`config.mk`:
```
export PLATFORM = sky130hd
export DESIGN_NAME = csa_pipe_adder_flat
export DESIGN_NICKNAME = d
export VERILOG_FILES = /design/src/rtl/csa_pipe_adder_if.sv /design/src/rtl/csa_pipe_adder.sv /design/src/flat_wrapper.sv
export SDC_FILE = /design/constraint.sdc
export NUM_CORES = 1
export LEC_CHECK = 0
export BUFFER_PORTS_ARGS = -buffer_cell sky130_fd_sc_hd__clkbuf_2
export CAP_MARGIN = 10
export CORE_UTILIZATION = 60
export DETAILED_ROUTE_END_ITERATION = 10
export GPL_TIMING_DRIVEN = 0
export PLACE_DENSITY = 0.78
export RECOVER_POWER = 25
export SYNTH_ARGS = -nofsm -noshare
export SYNTH_HDL_FRONTEND = slang
export SYNTH_SLANG_ARGS = --single-unit
```
`constraint.sdc`:
```
create_clock -name clk -period 1.8 [get_ports clk]
set_clock_uncertainty 0.15 [all_clocks]
set_input_delay 0.18 -clock clk [delete_from_list [all_inputs] [get_ports clk]]
set_output_delay 0.18 -clock clk [all_outputs]
set_load 0.05 [all_outputs]
```
`src/rtl/csa_pipe_adder_if.sv`:
```
// Operand/result bus of the conditional-sum adder.
//   in_valid/in_ready : operand handshake (x, y, cin, sub qualified by in_valid)
//   out_valid/out_ready: result handshake (sum, cout, ovf qualified by out_valid)
// Modports:
//   master : the datapath side that supplies operands and consumes results
//   slave  : the adder itself
interface csa_pipe_adder_if #(
  parameter int WIDTH = 16
);
  logic             in_valid;
  logic             in_ready;
  logic [WIDTH-1:0] x;
  logic [WIDTH-1:0] y;
  logic             cin;
  logic             sub;
  logic             out_valid;
  logic             out_ready;
  logic [WIDTH-1:0] sum;
  logic             cout;
  logic             ovf;

  modport master (
    output in_valid, x, y, cin, sub, out_ready,
    input  in_ready, out_valid, sum, cout, ovf
  );

  modport slave (
    input  in_valid, x, y, cin, sub, out_ready,
    output in_ready, out_valid, sum, cout, ovf
  );
endinterface

```
`src/rtl/csa_pipe_adder.sv`:
```
// Pipelined conditional-sum adder/subtractor with signed overflow and optional
// saturation.
// Ports:
//   clk   : rising-edge clock
//   rst_n : asynchronous active-low reset
//   bus   : csa_pipe_adder_if.slave (operands x/y/cin/sub in, sum/cout/ovf out)
// Parameters:
//   WIDTH : operand/result width (>= 1)
//   PIPE  : 0 = output register only, 1 = register after every merge level
//   SAT   : 1 = clamp sum to signed max/min on overflow
//
// Handshake: an operand set transfers on a rising edge where in_valid && in_ready;
// a result transfers on a rising edge where out_valid && out_ready. The whole
// pipe stalls (every stage holds) while out_valid && !out_ready, and in_ready is
// the combinational inverse of that stall. While out_valid is high the result
// fields do not change until the result is taken.
module csa_pipe_adder #(
  parameter int WIDTH = 16,
  parameter bit PIPE  = 1'b1,
  parameter bit SAT   = 1'b0
) (
  input logic              clk,
  input logic              rst_n,
  csa_pipe_adder_if.slave  bus
);
  localparam int LEVELS = (WIDTH > 1) ? $clog2(WIDTH) : 0;

  // Conditional-sum data at one level. s0/s1 are the per-bit sums assuming a
  // carry-in of 0/1 into the bit's current block; c0/c1 hold the matching block
  // carry-outs indexed by block number (one spare bit so the sibling lookup of
  // an odd-width top block never indexes past the end). Block 0 always carries
  // the resolved cin/sub carry, so its s0==s1 and c0==c1.
  typedef struct packed {
    logic [WIDTH-1:0] s0;
    logic [WIDTH-1:0] s1;
    logic [WIDTH:0]   c0;
    logic [WIDTH:0]   c1;
    logic             xm;
    logic             ym;
  } lvl_t;

  function automatic lvl_t level0(input logic [WIDTH-1:0] xa, ya,
                                  input logic ci, sb);
    lvl_t             r;
    logic [WIDTH-1:0] yy, p, g;
    logic             cr;
    yy = sb ? ~ya : ya;
    cr = sb | ci;
    p  = xa ^ yy;
    g  = xa & yy;
    r.s0 = p;
    r.s1 = ~p;
    r.c0 = '0;
    r.c1 = '0;
    r.c0[WIDTH-1:0] = g;
    r.c1[WIDTH-1:0] = xa | yy;
    // Bit 0 sees the real carry-in, so both of its hypotheses collapse.
    r.s0[0] = p[0] ^ cr;
    r.s1[0] = p[0] ^ cr;
    r.c0[0] = g[0] | (p[0] & cr);
    r.c1[0] = g[0] | (p[0] & cr);
    r.xm = xa[WIDTH-1];
    r.ym = yy[WIDTH-1];
    return r;
  endfunction

  // Merge pairs of 2^(k-1)-bit blocks into 2^k-bit blocks: the lower block's
  // carry hypotheses choose between the upper block's sum/carry pairs.
  function automatic lvl_t merge(input int k, input lvl_t a);
    lvl_t r;
    int   h;
    int   j;
    r = a;
    h = 1 << (k - 1);
    for (int i = 0; i < WIDTH; i++) begin
      j = i / h;
      if (j % 2 == 1) begin
        r.s0[i] = a.c0[j-1] ? a.s1[i] : a.s0[i];
        r.s1[i] = a.c1[j-1] ? a.s1[i] : a.s0[i];
      end
    end
    r.c0 = '0;
    r.c1 = '0;
    for (int b = 0; b < (WIDTH + 1) / 2; b++) begin
      if ((2 * b + 1) * h < WIDTH) begin
        r.c0[b] = a.c0[2*b] ? a.c1[2*b+1] : a.c0[2*b+1];
        r.c1[b] = a.c1[2*b] ? a.c1[2*b+1] : a.c0[2*b+1];
      end else if (2 * b * h < WIDTH) begin
        // Partial top block with no upper sibling: passes through unchanged.
        r.c0[b] = a.c0[2*b];
        r.c1[b] = a.c1[2*b];
      end
    end
    return r;
  endfunction

  logic             stall;
  logic             out_valid_q;
  logic [WIDTH-1:0] sum_q;
  logic             cout_q;
  logic             ovf_q;

  lvl_t lvl [0:LEVELS];
  logic vld [0:LEVELS];

  assign stall        = out_valid_q && !bus.out_ready;
  assign bus.in_ready = !stall;

  assign lvl[0] = level0(bus.x, bus.y, bus.cin, bus.sub);
  assign vld[0] = bus.in_valid && !stall;

  for (genvar k = 1; k <= LEVELS; k++) begin : g_lvl
    if (PIPE) begin : g_reg
      lvl_t d_q;
      logic v_q;
      always_ff @(posedge clk or negedge rst_n) begin
        if (!rst_n) begin
          d_q <= '0;
          v_q <= 1'b0;
        end else if (!stall) begin
          // Bubbles advance too, so idle cycles keep their slot.
          d_q <= lvl[k-1];
          v_q <= vld[k-1];
        end
      end
      assign lvl[k] = merge(k, d_q);
      assign vld[k] = v_q;
    end else begin : g_comb
      assign lvl[k] = merge(k, lvl[k-1]);
      assign vld[k] = vld[k-1];
    end
  end

  logic [WIDTH-1:0] sum_raw;
  logic [WIDTH-1:0] sum_n;
  logic [WIDTH-1:0] msb_only;
  logic             ovf_n;

  always_comb begin
    msb_only          = '0;
    msb_only[WIDTH-1] = 1'b1;
    sum_raw           = lvl[LEVELS].s0;
    ovf_n = (lvl[LEVELS].xm == lvl[LEVELS].ym) && (sum_raw[WIDTH-1] != lvl[LEVELS].xm);
    sum_n = sum_raw;
    if (SAT && ovf_n) begin
      // Overflow direction follows the sign of x: negative clamps to min.
      sum_n = lvl[LEVELS].xm ? msb_only : ~msb_only;
    end
  end

  always_ff @(posedge clk or negedge rst_n) begin
    if (!rst_n) begin
      out_valid_q <= 1'b0;
      sum_q       <= '0;
      cout_q      <= 1'b0;
      ovf_q       <= 1'b0;
    end else if (!stall) begin
      out_valid_q <= vld[LEVELS];
      // Result fields load only with a real op, so bubble data never reaches them.
      if (vld[LEVELS]) begin
        sum_q  <= sum_n;
        cout_q <= lvl[LEVELS].c0[0];
        ovf_q  <= ovf_n;
      end
    end
  end

  assign bus.out_valid = out_valid_q;
  assign bus.sum       = sum_q;
  assign bus.cout      = cout_q;
  assign bus.ovf       = ovf_q;
endmodule

```
`src/flat_wrapper.sv`:
```
// flat-port wrapper written by rule: the top's interface ports become plain ports
module csa_pipe_adder_flat 
#(
  parameter int WIDTH = 16,
  parameter bit PIPE  = 1'b1,
  parameter bit SAT   = 1'b0
)
  (clk, rst_n, bus_in_valid, bus_x, bus_y, bus_cin, bus_sub, bus_out_ready, bus_in_ready, bus_out_valid, bus_sum, bus_cout, bus_ovf);
  csa_pipe_adder_if #(.WIDTH(WIDTH)) bus_i ();
  input logic clk;
  input logic rst_n;
  input wire logic [$bits(bus_i.in_valid)-1:0] bus_in_valid;
  input wire logic [$bits(bus_i.x)-1:0] bus_x;
  input wire logic [$bits(bus_i.y)-1:0] bus_y;
  input wire logic [$bits(bus_i.cin)-1:0] bus_cin;
  input wire logic [$bits(bus_i.sub)-1:0] bus_sub;
  input wire logic [$bits(bus_i.out_ready)-1:0] bus_out_ready;
  output wire logic [$bits(bus_i.in_ready)-1:0] bus_in_ready;
  output wire logic [$bits(bus_i.out_valid)-1:0] bus_out_valid;
  output wire logic [$bits(bus_i.sum)-1:0] bus_sum;
  output wire logic [$bits(bus_i.cout)-1:0] bus_cout;
  output wire logic [$bits(bus_i.ovf)-1:0] bus_ovf;
  assign bus_i.in_valid = bus_in_valid;
  assign bus_i.x = bus_x;
  assign bus_i.y = bus_y;
  assign bus_i.cin = bus_cin;
  assign bus_i.sub = bus_sub;
  assign bus_i.out_ready = bus_out_ready;
  assign bus_in_ready = bus_i.in_ready;
  assign bus_out_valid = bus_i.out_valid;
  assign bus_sum = bus_i.sum;
  assign bus_cout = bus_i.cout;
  assign bus_ovf = bus_i.ovf;
  csa_pipe_adder #(.WIDTH(WIDTH), .PIPE(PIPE), .SAT(SAT)) u_core (.clk(clk), .rst_n(rst_n), .bus(bus_i));
endmodule
```
# ---- Word-level counts from Yosys, hierarchy flattened
# Cells that the tools add are included.
# W data, S select, Z words.
dict set report word_totals {
  elab_cells 136
  register_bits 219
  in_bits 38
  output_inout_bits 20
}
dict set report classes {
  n_reduce_logical 6
  bitwise_logic 10
  n_eq_ne 2
  muxes 86
}
# operator count
set ops {}
lappend ops {{$mux W1} 85}
lappend ops {{$not A16 Y16} 2}
lappend ops {{$and A16 B16 Y16} 1}
lappend ops {{$mux W16} 1}
lappend ops {{$or A16 B16 Y16} 1}
lappend ops {{$xor A16 B16 Y16} 1}
lappend ops {{$logic_and A1 B1 Y1} 3}
lappend ops {{$logic_not A1 Y1} 2}
lappend ops {{$or A1 B1 Y1} 2}
lappend ops {{$reduce_and A2 Y1} 1}
lappend ops {{$and A1 B1 Y1} 1}
lappend ops {{$eq A1 B1 Y1} 1}
lappend ops {{$ne A1 B1 Y1} 1}
lappend ops {{$not A1 Y1} 1}
lappend ops {{$xor A1 B1 Y1} 1}

# ---- Longest topological paths before layout
# Gate-level depths: netlist of run 1.
dict set report logic_depth {
  depth_word 5
  mapped_depth 6
  ltp_nobuf 4
}

# ---- Least setup slack after synthesis of run 1
# OpenSTA, ideal clock, no wires.
dict set report synth_path {
  kind {flip-flop to flip-flop}
  start {register u_core.out_valid_q (netlist: u_core.bus.out_valid)}
  end {register u_core.g_lvl[2].g_reg.d_q[19] in the netlist's numbering}
  t_arrival_ps 1533
  setup_slack_ps -23
  required_time_ps 1510
  stages_incl_launch_ff 6
  period_less_slack_ps 1823
  n_path_buf 3
  path_cell_list {dfrtp_1 nand2b_4 buf_2 buf_2 buf_2 a21oi_1}
}
dict set report synth_between {
  elab_chain_len 1
}
# item line_no
set synth_rtl {}
lappend synth_rtl {{start, declared} csa_pipe_adder.sv:98} ;# logic out_valid_q;
lappend synth_rtl {{start signal, assigned} csa_pipe_adder.sv:158} ;# out_valid_q <= vld[LEVELS];
lappend synth_rtl {{$logic_and A1 B1 Y1} csa_pipe_adder.sv:106} ;# assign stall = out_valid_q && !bus.out_ready;
lappend synth_rtl {{end signal, assigned} csa_pipe_adder.sv:122} ;# d_q <= lvl[k-1];
lappend synth_rtl {{end, declared} csa_pipe_adder.sv:114} ;# lvl_t d_q;
# Every way passes these cells.
# A chain may end at the register's enable or synchronous reset.

# ---- Worst setup path in the final report of run 1
dict set report layout_path {
  start {register u_core.out_valid_q (netlist: u_core.bus.out_valid)}
  end {output port bus_in_ready}
}
dict set report layout_between {
  elab_chain_len 2
}
# item line_no
set layout_rtl {}
lappend layout_rtl {{$logic_and A1 B1 Y1} csa_pipe_adder.sv:106}
lappend layout_rtl {{$logic_not A1 Y1} csa_pipe_adder.sv:107} ;# assign bus.in_ready = !stall;
lappend layout_rtl {{end, declared} flat_wrapper.sv:18} ;# output wire logic [$bits(bus_i.in_ready)-1:0] bus_in_ready;
# Every way passes these cells.

==> results.txt, run 1 <==
final net count: 866
dpl ws: -0.223 ns
DR iter-0 viols: 279
Area growth syn-to-layout: 15.4%
clk buf depth: 2
CTS tree: yes
initial antenna violation count: 0
die area: 14900 um^2
largest area contributor in the netlist: dfrtp_1
DR vias: 5629
Post-CTS Setup Repair Bufs: 0
Final WS setup: 0.0158 ns
Slew @ Worst Pin: 0.979 ns
Synth Warn #: 0
worst-path fanout max: 19
CTS Root Cell: clkbuf_16
Max IR drop VDD: 836 uV
largest net degree at the start of global routing: 109
DIE WIDTH: 122 um
DP HPWL: 12700 um
Synth Net Count: 774
#FFs+latches synth: 200
Pre-antenna DRT Iters: 5
Worst setup EP type: primary output
Period minus WS final: 1.78 ns
Distinct cells, synth: 23
Fmax: 0.560 GHz
top area cells in the synthesized netlist: dfrtp_1, mux2_2, mux2i_1
synthesized instance count: 705
Initial Util: 62.0%
first-pass GRT wire length: 30700 um
DRT Wirelength: 19000 um
WHS: 0.0173 ns
Slew headroom: 34.8%
CP Launch Type: flip-flop
Fill cells: 978
post-synth top area share: 58.0%
max cap viols: 0
Seq/Total Area, Yosys: 58.0%
final count of pins violating max slew: 0
# DRC: 0
die height: 122 um
Clk Latency, worst-skew pair: 0.44 ns
critical path data arrival time: 1.45 ns
n_diodes: 0
Tcrit/Tclk final: 99.1%
Mean Syn Cell Area: 12.2 um^2
Worst Path Class, Setup: reg -> out
vias per inst: 5.69
clock sink count: 200
Site Rows: 43
WL/cell: 19.2 um
Inserted Clock Buffers: 17
leakage power: 4.67 nW
final number of setup-violating endpoints: 0
grt ovf: 0
layout cell share with drive strength beyond 1: 25.5%
vias in the first global route: 5864
Total GRT Usage: 28.2%
htree depth: 4
Worst-path clk slew: 0.07 ns
CORE AREA: 13900 um^2
utilization after layout: 71.5%
DRT antenna net count: 0
# port buffers: 56
Top Ports: 58
Multi-input gate area: 3320 um^2
Final Hold Fails: 0
RSZ-0062 raised after global routing: true
GPL Wtd Cong: 0.807
status: completed
worst hold-check path type: in -> reg
mapped cell area: 8630 um^2
CP required: 1.47 ns
Pwr Density: 1730 nW/um^2
FF/Latch Area: 5000 um^2
[sequential cells by signal, indices dropped and copies added (netlist names)]
register / flops
u_core.bus.sum: 16
u_core.bus.cout: 1
u_core.bus.out_valid: 1
u_core.bus.ovf: 1
u_core.g_lvl.g_reg.d_q: 177
u_core.g_lvl.g_reg.v_q: 4
[cells by family (layout without fill, tap and decap cells)]
kind of cell    after synthesis  in the layout  share of synthesized area [%]
buf+inv                      70            174                           3.55
compound gates              117            117                           6.80
simple gates                104            104                           4.80
fa+ha+maj                    31             31                           4.58
xor+xnor                     16             16                           1.62
flops                       200            200                           58.0
mux                         167            167                           20.7
[layout make-up]
cell class / instances / area share [%]
inverter: 30 / 1.13
sequential: 200 / 50.2
tap: 180 / 2.26
multi-input combinational: 435 / 33.3
clock buffer: 31 / 5.80
buffer: 38 / 2.10
timing repair buffer: 75 / 5.16
[per-stage QoR]
stage	TNS (ns)	instances	instance area, um^2	total power [mW]
finish	0	989	9970	17.3
floorplan	0	705	8640	11.7
global route	-0.370	989	9970	18.2
CTS	-0.0943	990	9990	17.3
global placement	-633.65	941	9140	13.2
detailed placement	-1.90	942	9180	13.5
[power by group]
group / internal, mW / switching, mW
clock network: 2.14 / 1.57
registers: 6.44 / 1.32
logic: 2.51 / 3.29
total: 11.1 / 6.18
[synth_stat cells]
cell type    n
clkbuf_1    10
a21oi_1    116
xor2_1      15
or3_1        1
nand2_2      1
nor2_1      97
nand3_1      1
buf_4        2
or2_2        1
xnor2_1      1
buf_6        1
fa_1         1
mux2_2      92
buf_1        4
ha_1        30
buf_2       23
and2_1       1
a31oi_1      1
mux2i_1     75
nand2b_4     1
inv_1       30
nand2b_1     1
dfrtp_1    200
[worst paths after layout]
check,cells past startpoint,slack [ns],to,start
max in group asynchronous,3,0.21,u_core.g_lvl[3].g_reg.d_q[36],rst_n
min in group asynchronous,2,0.31,u_core.g_lvl[2].g_reg.d_q[40],rst_n
max,4,0.02,bus_in_ready,u_core.bus.out_valid
min,5,0.02,u_core.g_lvl[1].g_reg.d_q[12],bus_y[10]
min reg2reg,1,0.35,u_core.bus.sum[3],u_core.bus.sum[3]
max reg2reg,5,0.09,u_core.g_lvl[2].g_reg.d_q[59],u_core.bus.out_valid
[cells in the final DEF, fill, tap and decap left out, types with 2 or more instances in the layout]
cell type        n
a21oi_1        116
buf_1            3
buf_2           20
buf_4            2
buf_6            3
clkbuf_1        12
clkbuf_16       18
clkbuf_2        56
clkbuf_8        10
dfrtp_1        200
dlygate4sd3_1   18
ha_1            30
inv_1           30
mux2_2          92
mux2i_1         75
nor2_1          97
xor2_1          15
[worst max-delay path: stages, from the launching register on]
cell	delay [ns]
dfrtp_1	0.41
nand2b_4	0.10
buf_6	0.14
buf_12	0.18
clkbuf_16	0.18
[per-layer routing]
metal	vias to the layer above	share of wire (%)	track usage, %
met2	141	50	46.7
met5	-	0	0
li1	2573	-	-
met3	36	3.9	4.54
met1	2879	43	36.9
met4	0	2.8	12.0
[repair_timing]
item	4_1_cts	5_1_grt
hold endpoints to repair	149	0
endpoints found under the setup margin	11	13
hold buffers	18	0
resized for setup	12	3
(Power assumes the default switching activity.)
==> inputs of run 2 (changes only) <==
- CORE_UTILIZATION: 60 -> 54
- PLACE_DENSITY: 0.78 -> 0.74
- clock period: 1.8 -> 1.55 ns (I/O delays scaled with it)
==> results.txt, run 2 (synthesis gave the netlist of run 1 again) <==
Max IR drop VDD: 1090 uV (+30%)
P_int: 14.0 mW (+26%)
Biggest register: u_core.g_lvl.g_reg.d_q
Top Ports: 58 (unchanged)
clock sink count: 200 (unchanged)
Slew @ Worst Pin: 0.961 ns (-0.0176 ns)
layout cell share with drive strength beyond 1: 28.4% (+2.9 points)
Worst Path Class, Setup: reg -> out
initial antenna violation count: 0 (unchanged)
Fmax: 0.575 GHz
CTS tree: yes
largest net degree at the start of global routing: 104 (-4.6%)
sequential power share: 42.1% (-2.8 points)
utilization after layout: 69.3% (-2.2 points)
grt ovf: 0 (unchanged)
vias in the first global route: 5991 (+2.2%)
DIE WIDTH: 128 um (+5.3%)
Worst setup EP type: primary output
# DRC: 0 (unchanged)
Comb pwr share: 36.9% (+3.3 points)
Area growth syn-to-layout: 23.9%
Total GRT Usage: 26.5% (-1.7 points)
CTS Root Cell: clkbuf_16
vias per inst: 5.60 (-1.6%)
DR vias: 5820 (+3.4%)
Period minus WS final: 1.74 ns
WL/cell: 20.3 um (+5.8%)
CP Launch Type: flip-flop
status: finished, violations left
RSZ-0062 raised after global routing: true
Pwr Total: 21.7 mW (+26%)
count of buffer and inverter cells on the critical path: 4 (+1)
clk buf depth: 2 (unchanged)
Switching Share: 35.3% (-0.44 points)
n_diodes: 0 (unchanged)
worst-path fanout max: 3 (-16)
CORE AREA: 15400 um^2 (+11%)
DRT antenna net count: 0 (unchanged)
CP required: 1.24 ns (-0.23 ns)
Initial Util: 56.0% (-6.0 points)
CP delay by family, top: buffers and inverters
commonest non-fill, non-tap cell in the layout: dfrtp_1
crit-path max cell delay: 0.39 ns (-0.02 ns)
Fill cells: 1104 (+13%)
worst hold-check path type: in -> reg
die area: 16500 um^2 (+11%)
Critical Path Slowest Stage Cell: dfrtp_2
critical path data arrival time: 1.44 ns (about the same)
# port buffers: 56 (unchanged)
CP Cell Sequence: nand2b_4 > buf_8 > buf_12 > buf_12 > clkbuf_16
final count of pins violating max slew: 0 (unchanged)
Clock power frac: 21.1% (-0.4 points)
GPL Wtd Cong: 0.828 (+2.6%)
Site Rows: 45 (+4.7%)
first-pass GRT wire length: 32100 um (+4.5%)
htree depth: 4 (unchanged)
dpl ws: -0.322 ns (-0.0982 ns)
leakage power: 5.09 nW (+8.9%)
final net count: 884 (+2.1%)
final number of setup-violating endpoints: 84 (+84)
failing checks: negative hold slack, negative setup slack
Pre-antenna DRT Iters: 5 (unchanged)
Worst-path clk slew: 0.07 ns (about the same)
net load switching power: 7.66 mW (+24%)
Final Hold Fails: 1 (+1)
Tcrit/Tclk final: 112%
Slew headroom: 35.9% (+1.2 points)
Inserted Clock Buffers: 17 (unchanged)
DP HPWL: 12900 um (+1.9%)
die height: 128 um (+5.3%)
DR iter-0 viols: 501 (+80%)
CP dominant cell by count: buf_12
commonest cells after routing, fill and taps aside: dfrtp_1, a21oi_1, nor2_1
setup TNS: -4.78 ns (-4.78 ns)
WHS: -0.00207 ns (-0.0194 ns)
DRT Wirelength: 21100 um (+11%)
Clk Latency, worst-skew pair: 0.44 ns (about the same)
max FFs per register: 177 (unchanged)
max cap viols: 0 (unchanged)
Final WS setup: -0.191 ns (-0.206 ns)
Pwr Density: 2030 nW/um^2 (+17%)
run 2: area by class of cell:
type	instances	area (um^2)	share of cell area [%]
sequential	200	5010	46.8
timing repair buffer	91	746	6.97
buffer	40	518	4.84
clock inverter	8	118	1.10
clock buffer	24	492	4.60
inverter	30	113	1.05
multi-input combinational	435	3440	32.2
tap	211	264	2.47
run 2: power groups by stage:
stage	combinational, mW	sequential [mW]	clock, mW
after floorplan	4.25	9.42	0
after global placement	6.49	8.93	0
after detailed placement	6.68	9.08	0
after CTS	7.32	9.01	4.60
after global routing	8.52	9.38	4.82
final	7.99	9.12	4.57
run 2: per-stage QoR:
stage                     cells  instance area, um^2
after floorplan             705                 8700
after global placement      972                 9240
after detailed placement    973                 9280
after CTS                  1033                10400
after global routing       1039                10700
final                      1039                10700
run 2: metal layers:
metal | share of wire, % | wire [um] | up-vias | GRT usage (%)
li1 | - | - | 2613 | -
met1 | 42 | 8820 | 3001 | 33.9
met2 | 51 | 10700 | 166 | 43.4
met3 | 5.2 | 1110 | 40 | 6.07
met4 | 2.5 | 520 | 0 | 11.3
met5 | 0 | 0 | - | 0
run 2: what timing repair did:
action	4_1_cts	5_1_grt
gates cloned	2	2
gates resized for setup	60	71
endpoints found under the setup margin	150	287
pin swaps	0	1
hold endpoints to repair	150	0
buffers inserted	5	4
hold buffers	21	0
run 2: worst paths after layout:
check	start	to	slack, ns	depth (start not counted)
min	bus_y[6]	u_core.g_lvl[1].g_reg.d_q[8]	-0.002	5
max in group asynchronous	rst_n	u_core.bus.sum[6]	0.04	3
max reg2reg	u_core.bus.out_valid	u_core.g_lvl[1].g_reg.d_q[54]	-0.17	5
min reg2reg	u_core.g_lvl[1].g_reg.d_q[66]	u_core.g_lvl[1].g_reg.d_q[66]	0.36	1
max	u_core.bus.out_valid	bus_in_ready	-0.19	5
min in group asynchronous	rst_n	u_core.g_lvl[1].g_reg.d_q[63]	0.23	2
run 2: worst min-delay path: cells and delay by family:
kind | cells | cell delay, ns
buf+inv | 2 | 0.14
xor+xnor | 1 | 0.07
compound gates | 1 | 0.05
fa+ha+maj | 1 | 0.13
